<file path="src/rtl/arb_requester.sv">
// Client-side initiator for the 2-bit request/grant arbiter: accepts a burst command,
// requests the bus, counts granted beats, then releases it for one cycle.
module arb_requester #(
    parameter int ID      = 0,
    parameter int LEN_W   = 4,
    parameter int TIMEOUT = 16,
    parameter int TO_W    = 5
) (
    input  logic             clk,
    input  logic             reset,
    input  logic             cmd_valid,
    input  logic [LEN_W-1:0] cmd_len,
    output logic             cmd_ready,
    input  logic [1:0]       grant,
    output logic             req,
    output logic             beat_valid,
    output logic [LEN_W-1:0] beat_idx,
    output logic             busy,
    output logic             done,
    output logic             timeout_err
);

    localparam logic [1:0]      GMASK   = 2'(1 << ID);
    localparam logic [TO_W-1:0] TO_LAST = TO_W'(TIMEOUT - 1);

    typedef enum logic [1:0] {
        IDLE    = 2'd0,
        REQ     = 2'd1,
        OWN     = 2'd2,
        RELEASE = 2'd3
    } state_t;

    state_t           state_q, state_d;
    logic [LEN_W-1:0] len_q, len_d;
    logic [LEN_W-1:0] beat_idx_q, beat_idx_d;
    logic [TO_W-1:0]  to_cnt_q, to_cnt_d;
    logic             req_q, req_d;
    logic             cmd_ready_q, cmd_ready_d;
    logic             busy_q, busy_d;
    logic             done_q, done_d;
    logic             timeout_err_q, timeout_err_d;

    logic granted;
    logic in_burst;

    // Only the exact one-hot pattern for this port is a grant; 2'b11 is an arbiter fault.
    assign granted    = (grant == GMASK);
    assign in_burst   = (state_q == REQ) || (state_q == OWN);
    assign beat_valid = in_burst && granted;

    always_comb begin
        state_d       = state_q;
        len_d         = len_q;
        beat_idx_d    = beat_idx_q;
        to_cnt_d      = to_cnt_q;
        timeout_err_d = 1'b0;

        case (state_q)
            IDLE: begin
                if (cmd_valid && cmd_ready_q) begin
                    len_d      = cmd_len;
                    beat_idx_d = '0;
                    to_cnt_d   = '0;
                    state_d    = REQ;
                end
            end
            REQ, OWN: begin
                if (beat_valid) begin
                    if (beat_idx_q == len_q) begin
                        state_d = RELEASE;
                    end else begin
                        beat_idx_d = beat_idx_q + LEN_W'(1);
                        state_d    = OWN;
                    end
                end else if (state_q == REQ) begin
                    // Once a beat has been granted, preemption is a stall, never a timeout.
                    if (to_cnt_q == TO_LAST) begin
                        state_d       = IDLE;
                        timeout_err_d = 1'b1;
                    end else begin
                        to_cnt_d = to_cnt_q + TO_W'(1);
                    end
                end
            end
            RELEASE: begin
                state_d = IDLE;
            end
            default: begin
                state_d = IDLE;
            end
        endcase

        req_d       = (state_d == REQ) || (state_d == OWN);
        busy_d      = (state_d != IDLE);
        done_d      = (state_d == RELEASE);
        cmd_ready_d = (state_d == IDLE);
    end

    always_ff @(posedge clk) begin
        if (reset) begin
            state_q       <= IDLE;
            len_q         <= '0;
            beat_idx_q    <= '0;
            to_cnt_q      <= '0;
            req_q         <= 1'b0;
            cmd_ready_q   <= 1'b1;
            busy_q        <= 1'b0;
            done_q        <= 1'b0;
            timeout_err_q <= 1'b0;
        end else begin
            state_q       <= state_d;
            len_q         <= len_d;
            beat_idx_q    <= beat_idx_d;
            to_cnt_q      <= to_cnt_d;
            req_q         <= req_d;
            cmd_ready_q   <= cmd_ready_d;
            busy_q        <= busy_d;
            done_q        <= done_d;
            timeout_err_q <= timeout_err_d;
        end
    end

    assign cmd_ready   = cmd_ready_q;
    assign req         = req_q;
    assign beat_idx    = beat_idx_q;
    assign busy        = busy_q;
    assign done        = done_q;
    assign timeout_err = timeout_err_q;

    a_done_err_exclusive: assert property (@(posedge clk) disable iff (reset)
        !(done_q && timeout_err_q));

    a_beat_in_range: assert property (@(posedge clk) disable iff (reset)
        beat_valid |-> (beat_idx_q <= len_q));

endmodule

</file>
<file path="config.mk">
export PLATFORM = sky130hd
export DESIGN_NAME = arb_requester
export DESIGN_NICKNAME = d
export VERILOG_FILES = /design/src/rtl/arb_requester.sv
export SDC_FILE = /design/constraint.sdc
export NUM_CORES = 1
export LEC_CHECK = 0
export CAP_MARGIN = 20
export CORE_MARGIN = 3
export CORE_UTILIZATION = 45
export DETAILED_ROUTE_END_ITERATION = 12
export PLACE_DENSITY = 0.66
export SLEW_MARGIN = 20
export SYNTH_ARGS = -nofsm -noshare
export SYNTH_HDL_FRONTEND = slang
export SYNTH_SLANG_ARGS = --single-unit
</file>
<file path="constraint.sdc">
create_clock -name clk -period 2.71 [get_ports clk]
set_clock_uncertainty 0.05 [all_clocks]
set_input_delay 0.542 -clock clk [delete_from_list [all_inputs] [get_ports clk]]
set_output_delay 0.542 -clock clk [all_outputs]
set_load 0.005 [all_outputs]
</file>
# ---- Yosys cells after proc, flatten, opt, wreduce, memory -nomap -nowiden
# Index checks and enable logic that the tools add are counted.
dict set report word_totals {
  output_inout_bits 10
  ff_bits 20
}
dict set report classes {
  n_reduce_logical 13
  n_mux 16
  n_bitwise 2
  add_sub_neg 2
  n_eq_ne 15
}
# op count
set op_table {}
lappend op_table {{$mux 5} 4}
lappend op_table {{$mux 4} 3}
lappend op_table {{$ne 2x2->1 const B} 6}
lappend op_table {{$pmux 5 s2} 1}
lappend op_table {{$eq 2x2->1 const B} 4}
lappend op_table {{$mux 2} 4}
lappend op_table {{$pmux 4 s2} 1}
lappend op_table {{$eq 2x1->1 const B} 3}
lappend op_table {{$pmux 2 s3} 1}
lappend op_table {{$add 5x1->5 const B} 1}
lappend op_table {{$eq 5x4->1 const B} 1}
lappend op_table {{$reduce_and 5->1} 1}
lappend op_table {{$add 4x1->4 const B} 1}
lappend op_table {{$eq 4x4->1} 1}
lappend op_table {{$logic_not 2->1} 2}
lappend op_table {{$reduce_and 4->1} 1}
lappend op_table {{$reduce_bool 2->1} 2}
lappend op_table {{$reduce_or 4->1} 1}
lappend op_table {{$logic_and 1x1->1} 2}
lappend op_table {{$logic_or 1x1->1} 2}
lappend op_table {{$mux 1} 2}
lappend op_table {{$not 1->1} 2}
lappend op_table {{$reduce_and 2->1} 1}
lappend op_table {{$reduce_or 2->1} 1}

# ---- Logic depth before layout (Yosys ltp)
# Gate-level depths: netlist of the first run.
dict set report logic_depth {
  ltp_word 7
  mapped_depth 9
  depth_no_buf 9
}

# ---- Worst setup path before layout of the first run
# Ideal clock, no wire load.
dict set report synth_timing {
  path_kind {register to register}
  startpoint {register state_q[0]}
  endpoint {register cmd_ready_q, in the netlist cmd_ready}
  arrival_ps 1904
  path_buffers 0
  setup_time_ps 123
  period_less_slack_ps 2077
  stages_incl_launch_ff 10
  slack_ps 633
  cell_sequence {dfxtp_1 -> inv_1 -> ha_1 -> nand3b_1 -> inv_1 -> o21ai_0 -> o211ai_1 -> inv_1 -> ha_1 -> or2_2}
}
dict set report synth_between {
  elab_chain_cells 6
}
# item line
set synth_lines {}
lappend synth_lines {{start, declared} 33} ;# state_t state_q, state_d;
lappend synth_lines {{start signal, assigned} 111} ;# state_q <= state_d;
lappend synth_lines {{$eq 2x1->1 or $eq 2x2->1 (tied branches)} 48} ;# assign in_burst = (state_q == REQ) || (state_q == OWN);
lappend synth_lines {{$logic_or 1x1->1 *} 48}
lappend synth_lines {{$logic_and 1x1->1 *} 49} ;# assign beat_valid = in_burst && granted;
lappend synth_lines {{via beat_valid} 16} ;# output logic beat_valid,
lappend synth_lines {{$mux 2 *} 68} ;# if (beat_valid) begin
lappend synth_lines {{$pmux 2 s3 *} 58} ;# case (state_q)
lappend synth_lines {{via state_d[0]} 33}
lappend synth_lines {{$logic_not 2->1 *} 96} ;# cmd_ready_d = (state_d == IDLE);
lappend synth_lines {{via cmd_ready_d} 38} ;# logic cmd_ready_q, cmd_ready_d;
lappend synth_lines {{end signal, assigned} 116} ;# cmd_ready_q <= cmd_ready_d;
lappend synth_lines {{end, declared} 38}
# Mark *: on every way through the listed nets, which the timed path passes. The rest lies on a longest branch.
# A chain may end at the register's enable or synchronous reset.

# ---- Worst setup path in the final report of the first run
dict set report layout_timing {
  startpoint {register state_q[0]}
  endpoint {output port beat_valid}
}
dict set report layout_between {
  elab_chain_cells 3
}
# item line
set layout_lines {}
lappend layout_lines {{$eq 2x1->1 or $eq 2x2->1 (tied branches)} 48}
lappend layout_lines {{$logic_or 1x1->1 *} 48}
lappend layout_lines {{$logic_and 1x1->1 *} 49}
lappend layout_lines {{end, declared} 16}
# Mark *: on every way between the ends. The rest lies on a longest branch, timed or not.

==> results of run 1 <==
==> Yosys cell counts, drive strengths merged, types with 3 or more instances <==
| cell type | count | area share |
|---|---|---|
| nor2b | 3 | 0.018 |
| nand2 | 4 | 0.014 |
| o21ai | 4 | 0.019 |
| nand3 | 3 | 0.014 |
| xnor2 | 4 | 0.033 |
| and3 | 3 | 0.018 |
| dfxtp | 20 | 0.37 |
| mux2i | 8 | 0.075 |
| and2 | 3 | 0.020 |
| nor2 | 15 | 0.053 |
| inv | 9 | 0.032 |
| ha | 9 | 0.11 |
==> per-stage QoR <==
step                      cell area [sq um]  cells
final                                  1311    162
after global routing                   1311    162
after CTS                              1311    162
after detailed placement               1275    158
after global placement                 1275    158
after floorplan                        1071    114
==> logic make-up (layout without fill, tap and decap cells) <==
kind of cell             Yosys count  after routing
AND/OR/NAND/NOR                   41             41
buffers and inverters             12             32
AO/OA/AOI/OAI                     17             17
adder cells (fa/ha/maj)            9              9
multiplexers                      10             10
flip-flops                        20             20
XOR/XNOR                           5              5
==> flip-flops by register name, indices dropped and copies added (netlist names) <==
| name | count |
|---|---|
| done | 1 |
| timeout_err | 1 |
| beat_idx | 4 |
| len_q | 4 |
| to_cnt_q | 5 |
| busy | 1 |
| req | 1 |
| cmd_ready | 1 |
| state_q | 2 |
==> worst max-delay path by stage <==
stage / start / to / cells past startpoint
floorplan: state_q[0] / cmd_ready / 9
global placement: grant[1] / beat_valid / 4
detailed placement: grant[1] / beat_valid / 4
CTS: state_q[0] / beat_valid / 5
global route: state_q[0] / beat_valid / 5
finish: state_q[0] / beat_valid / 5
==> final cells by class <==
class | count | share of cell area
Tap cell | 28 | 0.02672
Clock buffer | 4 | 0.02767
Multi-Input combinational cell | 82 | 0.4714
Inverter | 9 | 0.02576
Timing Repair Buffer | 19 | 0.1431
Sequential cell | 20 | 0.3053
==> power breakdown <==
part | total, mW | leakage (nW) | switching, mW | internal [mW]
logic | 0.351 | 0.377 | 0.173 | 0.178
registers | 0.367 | 0.163 | 0.0324 | 0.334
clock network | 0.172 | 0.0210 | 0.0906 | 0.0819
==> routing by layer <==
| metal | wire length, um | part of all wire | track usage |
|---|---|---|---|
| met1 | 1009 | 0.50 | 0.2079 |
| met2 | 944 | 0.46 | 0.2500 |
| met3 | 68 | 0.033 | 0.03270 |
| met4 | 12 | 0.0059 | 0.06224 |
| met5 | 0 | 0 | 0 |
==> critical path, delay by kind of cell, from the launching register on <==
kind / cells / cell delay (ps)
and+or+nand+nor: 1 / 120
buffers and inverters: 3 / 730
adders and majority gates: 1 / 390
DFF: 1 / 420
==> impl_metrics.tcl, run 1 <==
set metrics [dict create \
    worst_setup_path_start_kind "register" \
    post_cts_buffers 0 \
    worstReg2RegStart "state_q[0]" \
    critPathMostFrequentCell "inv_1" \
    r2r_cells 9 \
    pre_cts_ws_ps 351.9 \
    layout_commonest_cell "dfxtp_1" \
    avgSynthCellArea_sq_um 9.395 \
    syn_nets 132 \
    io_pins 19 \
    clk_pin_slew_worst_paths_ps 120 \
    dieHeight_um 54.79 \
    cts.sinks 20 \
    drt-pass1-iter-count 4 \
    endpoint_kind "output port" \
    drtIter0Drc 5 \
    crit_type "register to output port" \
    drv_slew 0 \
    ir_drop_v 0.0004231 \
    initial_core_util 0.4796 \
    cpMaxStageDelayCell "clkdlybuf4s50_1" \
    ys.flop_type "dfxtp_1" \
    worst_r2r_endpoint "cmd_ready" \
    coreArea_sq_mm 0.002233 \
    yosys_warnings 0 \
    area_delta_synth_final_pct 22.43 \
    clk_latency_ps 300 \
    fin_util 0.5871 \
    powerDensity_mw_per_mm2 679.1 \
    whs_ps 442.1 \
    htree_num_levels 1 \
    synth-seq-area-share 0.3738 \
    fmax_mhz 392.7 \
    viasPerCell 5.099 \
    synth-seq-cells 20 \
    totalWireLength_um 2036 \
    power.total_mw 0.8905 \
    drive_gt1_frac 0.08955 \
    slew_headroom 0.5022 \
    worstPathArrival_ps 1950 \
    post-route-drc-count 0 \
    cts_hold_buf 0 \
    synth_edf_count 0 \
    grt-ovfl-total 0 \
    diodes 0 \
    netlist_area_sq_mm 0.001071 \
    max_stage_delay_ps 520 \
    gp_congestion 0.7671 \
    synth_cell_types 37 \
    cts_buffers 3 \
    ff2ff_setup_slack_ps 510 \
    cts_max_path_buffers 2 \
    die_w_um 54.79 \
    rsz0062_at_grt "no" \
    num_vias 826 \
    worst_slew_pin_slew_ps 744.3 \
    drv_cap 0 \
    multi_input_area_sq_um 618.1 \
    min_path_cells 2 \
    setup_viol 0 \
    antenna_found_initial 0 \
    cp_max_fo 7 \
    ant_nets 0 \
    dieArea_sq_mm 0.003001 \
    synth_fa_ha_area_frac 0.1051 \
    fin_setup_tns_ps 0 \
    portBuffers 18 \
    synth_compound_area_frac 0.1262 \
    grt_max_degree 22 \
    hold_end "to_cnt_q[3]" \
    cts_resized 0 \
    leakage_nw 0.5613 \
    period_needed_ps 2547 \
    netlist_instances 114 \
    fin_nets 153 \
    synth_xor_xnor_area_share 0.04089 \
    status "complete, no violations" \
    synthSimpleGateAreaFrac 0.2091 \
    num_rows 17 \
    grt_usage 0.1582 \
    hold_violations 0 \
    synth.area.mux_share 0.09579 \
    hold_path.class "register to register" \
    setup_ws_ps 163.4 \
    cts_tree "done" \
    ys_async_sr_fraction 0 \
    fillers 219 \
    mostFrequentLayoutCells "dfxtp_1 (20), clkdlybuf4s50_1 (18), nor2_1 (15)" \
    finalCritPeriodShare 0.9397 \
    regArea_sq_um 400.4 \
    grt_pass1_vias 816 \
    cts_root_buffer "clkbuf_4" \
    hp-start "to_cnt_q[3]" \
    critPathRequiredTime_ps 2120 \
    worstPathCellList "inv_1 > ha_1 > nand3b_1 > inv_1 > clkdlybuf4s50_1" \
    synth_top_family_by_area "simple AND/OR/NAND/NOR gates" \
    grt_pass1_wl_um 3450 \
    post_drt_wl_per_cell_um 12.57 \
    dpl.hpwl_um 1558 \
]
Power figures use the tool's default switching activity.
==> inputs of run 2 (changes only) <==
- CTS_CLUSTER_DIAMETER: unset -> 100
- REMOVE_ABC_BUFFERS: unset -> 1
==> impl_metrics.tcl, run 2 (synthesis results as in run 1) <==
set metrics [dict create \
    status "complete, no violations" \
    grt-ovfl-total 0 \
    largest_reg_flops 5 \
    drv_slew 0 \
    io_pins 19 \
    cts.sinks 20 \
    die_w_um 54.79 \
    hold_violations 0 \
    layout_commonest_cell "dfxtp_1" \
    intPower_mw 0.5977 \
    hp-start "to_cnt_q[3]" \
    fin_nets 154 \
    rsz0062_at_grt "no" \
    post-route-drc-count 0 \
    regMostFlops "to_cnt_q" \
    crit_type "register to output port" \
    htree_num_levels 1 \
    dr_wl_met2_um 929 \
    hold_end "to_cnt_q[3]" \
    power.total_mw 0.8953 \
    viasPerCell 5.110 \
    period_needed_ps 2503 \
    critPathRequiredTime_ps 2120 \
    endpoint_kind "output port" \
    min_path_cells 2 \
    dp.cells 159 \
    post_drt_wl_per_cell_um 12.48 \
    gp_congestion 0.8156 \
    cpMaxStageDelayCell "clkdlybuf4s50_1" \
    post_cts_buffers 0 \
    worstReg2RegStart "state_q[0]" \
    drv_cap 0 \
    stdcell_area_sq_mm 0.001321 \
    coreArea_sq_mm 0.002233 \
    powerDensity_mw_per_mm2 677.6 \
    num_rows 17 \
    antenna_found_initial 0 \
    ir_drop_v 0.0004792 \
    fmax_mhz 399.6 \
    grt_max_degree 17 \
    max_stage_delay_ps 510 \
    initial_core_util 0.4796 \
    maxUsedRoutingLayer "met4" \
    dr_wl_met3_um 57 \
    fillers 214 \
    diodes 0 \
    dpl.hpwl_um 1574 \
    portBuffers 18 \
    cts_root_buffer "clkbuf_4" \
    num_vias 833 \
    grt_pass1_wl_um 3546 \
    instances_no_fill 163 \
    cp_max_fo 7 \
    worstPathArrival_ps 1910 \
    worst_slew_pin_slew_ps 595.9 \
    wirelength_met1_um 1024 \
    fin_setup_tns_ps 0 \
    p_sw_frac 0.3324 \
    critPathTopFamily "buffers and inverters" \
    worst-path-buf-inv 3 \
    worst_r2r_endpoint "cmd_ready" \
    area_delta_synth_final_pct 23.36 \
    cts_resized 0 \
    worstPathCellList "inv_1 > ha_2 > nand3b_1 > inv_1 > clkdlybuf4s50_1" \
    cts_buffers 3 \
    hold_path.class "register to register" \
    drive_gt1_frac 0.1037 \
    cts_max_path_buffers 2 \
    pwr-share-clk 0.192 \
    grt_pass1_vias 829 \
    ff2ff_setup_slack_ps 510 \
    mostFrequentLayoutCells "dfxtp_1 (20), clkdlybuf4s50_1 (18), nor2_1 (15)" \
    clk_pin_slew_worst_paths_ps 120 \
    worst_setup_path_start_kind "register" \
    totalWireLength_um 2034 \
    slew_headroom 0.6015 \
    drtIter0Drc 13 \
    finalCritPeriodShare 0.9235 \
    ant_nets 0 \
    setup_viol 0 \
    dpl-instance-area_sq_mm 0.001282 \
    whs_ps 468.8 \
    grt_usage 0.1621 \
    clk_latency_ps 300 \
    cts_hold_buf 0 \
    power.share.combinational 0.400 \
    p_sw_mw 0.2976 \
    pwr-share-seq 0.408 \
    r2r_cells 9 \
    cts_tree "done" \
    critPathMostFrequentCell "inv_1" \
    drt-pass1-iter-count 4 \
    dieHeight_um 54.79 \
    dieArea_sq_mm 0.003001 \
    leakage_nw 0.5651 \
]
## run 2: cell count changes in the layout (fill, tap and decap cells not counted), sizes merged
cell  previous run  this run
buf              1         2
## run 2: area by class of cell
| cell class | instances | area [sq um] | share of cell area |
|---|---|---|---|
| well taps | 28 | 35.03 | 0.02652 |
| repair buffers | 20 | 195.2 | 0.1477 |
| inverters | 9 | 33.78 | 0.02557 |
| flip-flops and latches | 20 | 400.4 | 0.3030 |
| clock buffers | 4 | 36.28 | 0.02746 |
| multi-input cells | 82 | 620.6 | 0.4697 |
## run 2: how the worst max path moves through the flow
stage | slack, ps | start | end | cells after the start
final | 210 | state_q[0] | beat_valid | 5
after global routing | 30 | state_q[0] | beat_valid | 5
after CTS | 150 | state_q[0] | beat_valid | 5
after detailed placement | 330 | grant[1] | beat_valid | 4
after global placement | 350 | grant[1] | beat_valid | 4
after floorplan | 630 | state_q[0] | cmd_ready | 9
## run 2: power by group through the flow
stage / clock network, mW / logic (mW) / registers, mW
2_1_floorplan: 0 / 0.239 / 0.369
3_3_place_gp: 0 / 0.349 / 0.372
3_5_place_dp: 0 / 0.357 / 0.373
4_1_cts: 0.177 / 0.358 / 0.366
5_1_grt: 0.187 / 0.405 / 0.374
6_report: 0.172 / 0.358 / 0.365
## run 2: layer usage
metal	global-route usage	vias to the layer above
met1	0.2228	386
met3	0.02452	2
met4	0.06224	0
li1	-	433
met2	0.2520	12
met5	0	-
## run 2: tightest hold or removal path, cell delays in order (launching register included)
cell	delay (ps)
dfxtp_1	340
o21ai_0	80
a21oi_1	70
## run 2: metrics by stage
stage	utilization	worst slack, ps
floorplan	-	632.9
global placement	0.5742	350.3
detailed placement	0.5742	327.3
CTS	0.5905	154.4
global route	0.5916	34.69
finish	0.5916	207.4
==> inputs of run 3 (changes only) <==
- ABC_CLOCK_PERIOD_IN_PS: unset -> 2710
- REMOVE_ABC_BUFFERS: 1 -> unset
==> results of run 3 <==
The final DEF is identical to that of run 1; final timing and power are the same.
